**config.mk**
```make
export PLATFORM = sky130hd
export DESIGN_NAME = pc_sequencer
export DESIGN_NICKNAME = d
export VERILOG_FILES = /design/src/rtl/pc_seq_pkg.sv /design/src/rtl/pc_next_sel.sv /design/src/rtl/pc_sequencer.sv
export SDC_FILE = /design/constraint.sdc
export NUM_CORES = 1
export LEC_CHECK = 0
export BUFFER_PORTS_ARGS = -buffer_cell sky130_fd_sc_hd__buf_2
export CORE_ASPECT_RATIO = 1.75
export CORE_UTILIZATION = 44
export DETAILED_ROUTE_END_ITERATION = 12
export PLACE_DENSITY = 0.87
export SYNTH_ARGS = -nofsm -noshare
export SYNTH_HDL_FRONTEND = slang
export SYNTH_HIERARCHICAL = 1
export SYNTH_SLANG_ARGS = --single-unit
```
**constraint.sdc**
```tcl
create_clock -name CLK -period 2 [get_ports CLK]
set_input_delay 0.1 -clock CLK [delete_from_list [all_inputs] [get_ports CLK]]
set_output_delay 0.1 -clock CLK [all_outputs]
set_load 0.05 [all_outputs]
```
**src/rtl/pc_seq_pkg.sv**
```systemverilog
// Shared definitions for the program-counter sequencer: FSM encoding,
// CP0 ExcCode values and default vectors.
package pc_seq_pkg;

    typedef enum logic [2:0] {
        ST_IDLE   = 3'd0,
        ST_FETCH  = 3'd1,
        ST_EXEC   = 3'd2,
        ST_UPDATE = 3'd3
    } pc_state_t;

    localparam logic [4:0] EXC_INT  = 5'd0;
    localparam logic [4:0] EXC_ADEL = 5'd4;
    localparam logic [4:0] EXC_IBE  = 5'd6;
    localparam logic [4:0] EXC_SYS  = 5'd8;
    localparam logic [4:0] EXC_BP   = 5'd9;
    localparam logic [4:0] EXC_TR   = 5'd13;

    localparam logic [31:0] DEF_RESET_VECTOR = 32'h0040_0000;
    localparam logic [31:0] DEF_EXC_VECTOR   = 32'h0040_0004;

endpackage

```
**src/rtl/pc_next_sel.sv**
```systemverilog
// Combinational next-PC selector: trap > eret > jump > branch > sequential,
// with misaligned redirect targets converted into an AdEL exception.
module pc_next_sel
    import pc_seq_pkg::*;
#(
    parameter logic [31:0] EXC_VECTOR = DEF_EXC_VECTOR
) (
    input  logic [31:0] i_pc_cur,
    input  logic        i_exc_req,
    input  logic [4:0]  i_exc_cause,
    input  logic        i_eret,
    input  logic [31:0] i_epc_in,
    input  logic        i_jmp,
    input  logic [31:0] i_jmp_target,
    input  logic        i_br_taken,
    input  logic [31:0] i_br_target,
    output logic [31:0] o_next_pc,
    output logic        o_is_exc,
    output logic [4:0]  o_exc_code
);

    logic [31:0] w_target;
    logic        w_redirect;

    always_comb begin
        w_target   = i_pc_cur + 32'd4;
        w_redirect = 1'b1;
        if (i_eret) begin
            w_target = i_epc_in;
        end else if (i_jmp) begin
            w_target = i_jmp_target;
        end else if (i_br_taken) begin
            w_target = i_br_target;
        end else begin
            w_redirect = 1'b0;
        end
    end

    always_comb begin
        o_next_pc  = w_target;
        o_is_exc   = 1'b0;
        o_exc_code = EXC_INT;
        if (i_exc_req) begin
            o_next_pc  = EXC_VECTOR;
            o_is_exc   = 1'b1;
            o_exc_code = i_exc_cause;
        end else if (w_redirect && (w_target[1:0] != 2'b00)) begin
            // Sequential pc_cur+4 keeps alignment, so only redirects can fault.
            o_next_pc  = EXC_VECTOR;
            o_is_exc   = 1'b1;
            o_exc_code = EXC_ADEL;
        end
    end

endmodule

```
**src/rtl/pc_sequencer.sv**
```systemverilog
// Program-counter fetch/update controller: runs the imem fetch handshake,
// chooses the next PC and raises CP0 EPC/Cause writes on exceptions.
module pc_sequencer
    import pc_seq_pkg::*;
#(
    parameter logic [31:0] RESET_VECTOR  = DEF_RESET_VECTOR,
    parameter logic [31:0] EXC_VECTOR    = DEF_EXC_VECTOR,
    parameter int          FETCH_TIMEOUT = 15
) (
    input  logic        CLK,
    input  logic        reset_n,
    input  logic [31:0] pc_cur,
    output logic [31:0] pc_next,
    output logic        pc_hold,
    output logic        imem_req,
    output logic [31:0] imem_addr,
    input  logic        imem_ack,
    output logic        instr_valid,
    input  logic        exec_done,
    input  logic        br_taken,
    input  logic [31:0] br_target,
    input  logic        jmp,
    input  logic [31:0] jmp_target,
    input  logic        exc_req,
    input  logic [4:0]  exc_cause,
    input  logic        eret,
    input  logic [31:0] epc_in,
    output logic        epc_we,
    output logic [31:0] epc_out,
    output logic [4:0]  cause_out,
    output logic [2:0]  state_dbg
);

    localparam logic [7:0] TIMEOUT_LAST = 8'(FETCH_TIMEOUT - 1);

    pc_state_t   r_state;
    pc_state_t   w_state_nxt;
    logic [7:0]  r_cnt;
    logic [31:0] r_pc_next;
    logic        r_instr_valid;
    logic        r_epc_we;
    logic [31:0] r_epc_out;
    logic [4:0]  r_cause_out;

    logic [31:0] w_sel_pc;
    logic        w_sel_exc;
    logic [4:0]  w_sel_code;
    logic        w_timeout;

    pc_next_sel #(
        .EXC_VECTOR (EXC_VECTOR)
    ) u_sel (
        .i_pc_cur     (pc_cur),
        .i_exc_req    (exc_req),
        .i_exc_cause  (exc_cause),
        .i_eret       (eret),
        .i_epc_in     (epc_in),
        .i_jmp        (jmp),
        .i_jmp_target (jmp_target),
        .i_br_taken   (br_taken),
        .i_br_target  (br_target),
        .o_next_pc    (w_sel_pc),
        .o_is_exc     (w_sel_exc),
        .o_exc_code   (w_sel_code)
    );

    // An ack arriving on the final allowed cycle still wins over the timeout.
    assign w_timeout = (r_state == ST_FETCH) && !imem_ack && (r_cnt == TIMEOUT_LAST);

    always_comb begin
        w_state_nxt = r_state;
        case (r_state)
            ST_IDLE:   w_state_nxt = ST_FETCH;
            ST_FETCH:  if (imem_ack || w_timeout) w_state_nxt = (imem_ack) ? ST_EXEC : ST_UPDATE;
            ST_EXEC:   if (exec_done) w_state_nxt = ST_UPDATE;
            ST_UPDATE: w_state_nxt = ST_FETCH;
            default:   w_state_nxt = ST_IDLE;
        endcase
    end

    always_ff @(posedge CLK or negedge reset_n) begin
        if (!reset_n) begin
            r_state       <= ST_IDLE;
            r_cnt         <= 8'd0;
            r_pc_next     <= RESET_VECTOR;
            r_instr_valid <= 1'b0;
            r_epc_we      <= 1'b0;
            r_epc_out     <= 32'd0;
            r_cause_out   <= 5'd0;
        end else begin
            r_state       <= w_state_nxt;
            r_instr_valid <= (r_state == ST_FETCH) && imem_ack;
            r_epc_we      <= 1'b0;
            case (r_state)
                ST_FETCH: begin
                    if (imem_ack) begin
                        r_cnt <= 8'd0;
                    end else if (w_timeout) begin
                        r_cnt       <= 8'd0;
                        r_pc_next   <= EXC_VECTOR;
                        r_epc_we    <= 1'b1;
                        r_epc_out   <= pc_cur;
                        r_cause_out <= EXC_IBE;
                    end else begin
                        r_cnt <= r_cnt + 8'd1;
                    end
                end
                ST_EXEC: begin
                    if (exec_done) begin
                        r_pc_next <= w_sel_pc;
                        if (w_sel_exc) begin
                            r_epc_we    <= 1'b1;
                            r_epc_out   <= pc_cur;
                            r_cause_out <= w_sel_code;
                        end
                    end
                end
                default: r_cnt <= 8'd0;
            endcase
        end
    end

    // Hold and request decode straight from state so an async reset drops them at once.
    assign pc_hold     = (r_state != ST_UPDATE);
    assign imem_req    = (r_state == ST_FETCH);
    assign imem_addr   = pc_cur;
    assign pc_next     = r_pc_next;
    assign instr_valid = r_instr_valid;
    assign epc_we      = r_epc_we;
    assign epc_out     = r_epc_out;
    assign cause_out   = r_cause_out;
    assign state_dbg   = r_state;

endmodule

```
==> impl_metrics.tcl <==
set metrics [dict create \
    layout.nets 991 \
    fin_cells 1018 \
    synth_ff_type "dfrtp_1" \
    grt_remaining_overflow 0 \
    crit_buf_inv 3 \
    core_um2 12500 \
    multiInputGateArea_um2 3180 \
    drcViolationCount 0 \
    hp-class "input pin to flop" \
    critPathSlowestCell "dfrtp_1" \
    place_hpwl_um 14100 \
    rows 54 \
    cp-start-kind "flop" \
    cts_buffers 9 \
    die_h_um 152 \
    rsz0062_at_grt "true" \
    die_w_um 87.5 \
    clk_latency_ns 0.33 \
    ant_nets 0 \
    drtIter0Drc 522 \
    switching_share_pct 46.9 \
    end_kind "flop" \
    max_freq_mhz 504 \
    yosys_warnings 6 \
    worstPathRequired_ns 2.22 \
    cp_cell_sequence "inv_2, ha_4, and4b_4, a31oi_4, a21oi_4, buf_12, buf_8, mux2_2" \
    antenna_found_initial 1 \
    outcome "finished, final reports clean" \
    final.fill_count 1061 \
    drt-wirelength-per-cell_um 18.4 \
    slew_viol_final 0 \
    p_int_mw 5.16 \
    critPathMaxFanout 8 \
    fin_hold_ws_ns 0.0280 \
    drt_first_pass_iters 5 \
    clockBufferDepth 2 \
    start_util_pct 45.1 \
    clkSinkCount 81 \
    cts.clk_slew.worst_paths_ns 0.06 \
    tightest_slew_ns 0.513 \
    worstPathArrival_ns 2.20 \
    period_minus_slack_ns 1.98 \
    port-buffer-count 247 \
    grt_max_degree 67 \
    ys_seq_elements 81 \
    die-area_um2 13300 \
    pwr-share-clk_pct 16.9 \
    ir_worst_vdd_v 0.000903 \
    routed_wl_um 18700 \
    cts_tree "done" \
    grt_use_total_pct 27.6 \
    synth_edf_count 0 \
    synthCells 629 \
    routabilityCongestion 0.905 \
    critical_path_class "flop to flop" \
    via_per_inst 5.58 \
    place_inst 994 \
    grt_pass1_wl_um 27700 \
    vias 5678 \
    placed_cell_area_um2 6920 \
    powerDensity_nw_per_um2 1310 \
    yosysMostFrequentCell "nand2_1" \
    synth-async-reset-ratio_pct 100 \
    grt_pass1_vias 5289 \
    p_sw_mw 4.55 \
    hold_viol_final 0 \
    register_area_um2 2030 \
    final_area_um2 7400 \
    period_share_pct 99.1 \
    drv_cap 0 \
    power_frac_comb_pct 58.5 \
    clockRootBuffer "clkbuf_16" \
    synth_top_area_share_pct 35.5 \
    power.leakage_nw 3.38 \
    pwr-share-seq_pct 24.5 \
    relSlewSlack_pct 65.8 \
    synth_cell_types 72 \
    synth.top_cells.by_area "dfrtp_1, nand2_1, mux2_2" \
    synth_common_cells "nand2_1, dfrtp_1, nand3_1" \
    htreeDepth 3 \
    setup_viol 0 \
    io_pins 249 \
    drive_above_1_share_pct 43.1 \
    areaGrowthSynthToFinish_pct 31.4 \
    syn_area_um2 5630 \
    max_stage_delay_ns 0.42 \
    skew_ns 0.00553 \
    yosys.area.top_type "dfrtp_1" \
    yosysSeqAreaShare_pct 36.0 \
    synth_nets 776 \
    cp_top_family "flip-flops" \
    syn_area_per_cell_um2 8.95 \
]
registers in the layout, indices dropped and copies added (netlist names):
name	count
epc_out	32
pc_next	32
r_cnt	8
cause_out	5
state_dbg	2
epc_we	1
instr_valid	1
worst register-to-register path, stage by stage (launching register included):
cell	delay [ns]
dfrtp_1	0.42
inv_2	0.11
ha_4	0.13
and4b_4	0.27
a31oi_4	0.13
a21oi_4	0.17
buf_12	0.14
buf_8	0.15
mux2_2	0.34
worst paths after layout:
kind	slack (ns)	to	startpoint	cells past startpoint
worst max-delay path	0.02	epc_out[29]	r_cnt[0]	8
min in group asynchronous	0.28	pc_next[27]	reset_n	2
worst min register to register	0.49	epc_out[16]	epc_out[16]	1
worst max register to register	0.02	epc_out[29]	r_cnt[0]	8
max in group asynchronous	1.06	pc_next[22]	reset_n	3
worst min-delay path	0.03	epc_out[1]	pc_cur[1]	2
layout make-up:
class	instances	share of cell area [%]
clock inverter	2	0.524
tap	168	2.84
inverter	13	0.660
antenna	1	0.0338
timing repair buffer	283	22.0
multi-input combinational	456	43.0
sequential	81	27.4
clock buffer	14	3.43
repair_timing:
item | CTS | global route
buffers inserted | 0 | 3
endpoints found under the hold margin | 37 | 0
resized for setup | 0 | 20
hold buffers | 1 | 0
setup endpoints to repair | 0 | 35
metrics by stage:
stage	util (%)	setup slack [ns]	TNS [ns]	power, mW
5_1_grt	59.2	-0.0343	-0.821	10.1
4_1_cts	57.8	0.0322	0	9.00
3_5_place_dp	55.4	-0.0248	-0.469	7.36
2_1_floorplan	-	0.00692	0	6.19
3_3_place_gp	55.4	0.0397	0	7.25
6_report	59.2	0.0177	0	9.70
cell families after synthesis:
family          count (synthesis)  synth area share (%)
simple gates                  235                  22.0
compound gates                146                  19.0
buf+inv                        92                  9.31
flops                          81                  36.0
mux                            42                  8.24
xor+xnor                       26                  4.04
fa+ha+maj                       6                  1.33
other cells                     1                0.0666
cell usage in the layout (no fill, tap or decap), types with 4 or more instances in the layout:
cell type / synthesis / routed
mux2_4: 0 / 16
buf_12: 0 / 6
nand3_1: 43 / 43
nand2b_1: 6 / 6
buf_4: 34 / 27
o21ai_1: 10 / 10
inv_2: 1 / 4
mux2_2: 31 / 16
buf_2: 11 / 246
clkbuf_16: 0 / 11
mux2i_1: 7 / 7
and2_1: 8 / 8
and4_1: 5 / 5
and3_1: 4 / 4
xnor2_1: 21 / 21
xor2_1: 5 / 5
nand4_1: 5 / 5
inv_1: 11 / 8
clkbuf_1: 26 / 4
a22o_1: 5 / 5
a211oi_2: 7 / 7
o22ai_1: 19 / 19
o21ai_0: 20 / 20
nor4_2: 8 / 8
o211ai_1: 33 / 33
a211oi_1: 15 / 15
nor2b_1: 6 / 5
a21oi_1: 8 / 8
dfrtp_1: 80 / 78
nand2_1: 101 / 101
nor3_1: 8 / 8
nor2_1: 21 / 19
metal layers:
metal / part of all wire (%) / track usage, % / routed length, µm
met1: 40 / 34.0 / 7420
met2: 53 / 48.5 / 9930
met3: 4.7 / 4.12 / 871
met4: 2.5 / 9.59 / 459
met5: 0 / 0 / 0
power by group through the flow:
stage,registers (mW),clock network (mW),logic [mW]
final,2.38,1.64,5.68
after global routing,2.43,1.74,5.95
after CTS,2.36,1.66,4.98
after detailed placement,2.39,0,4.97
after global placement,2.38,0,4.88
after floorplan,3.85,0,2.34
Power figures use the tool's default switching activity.
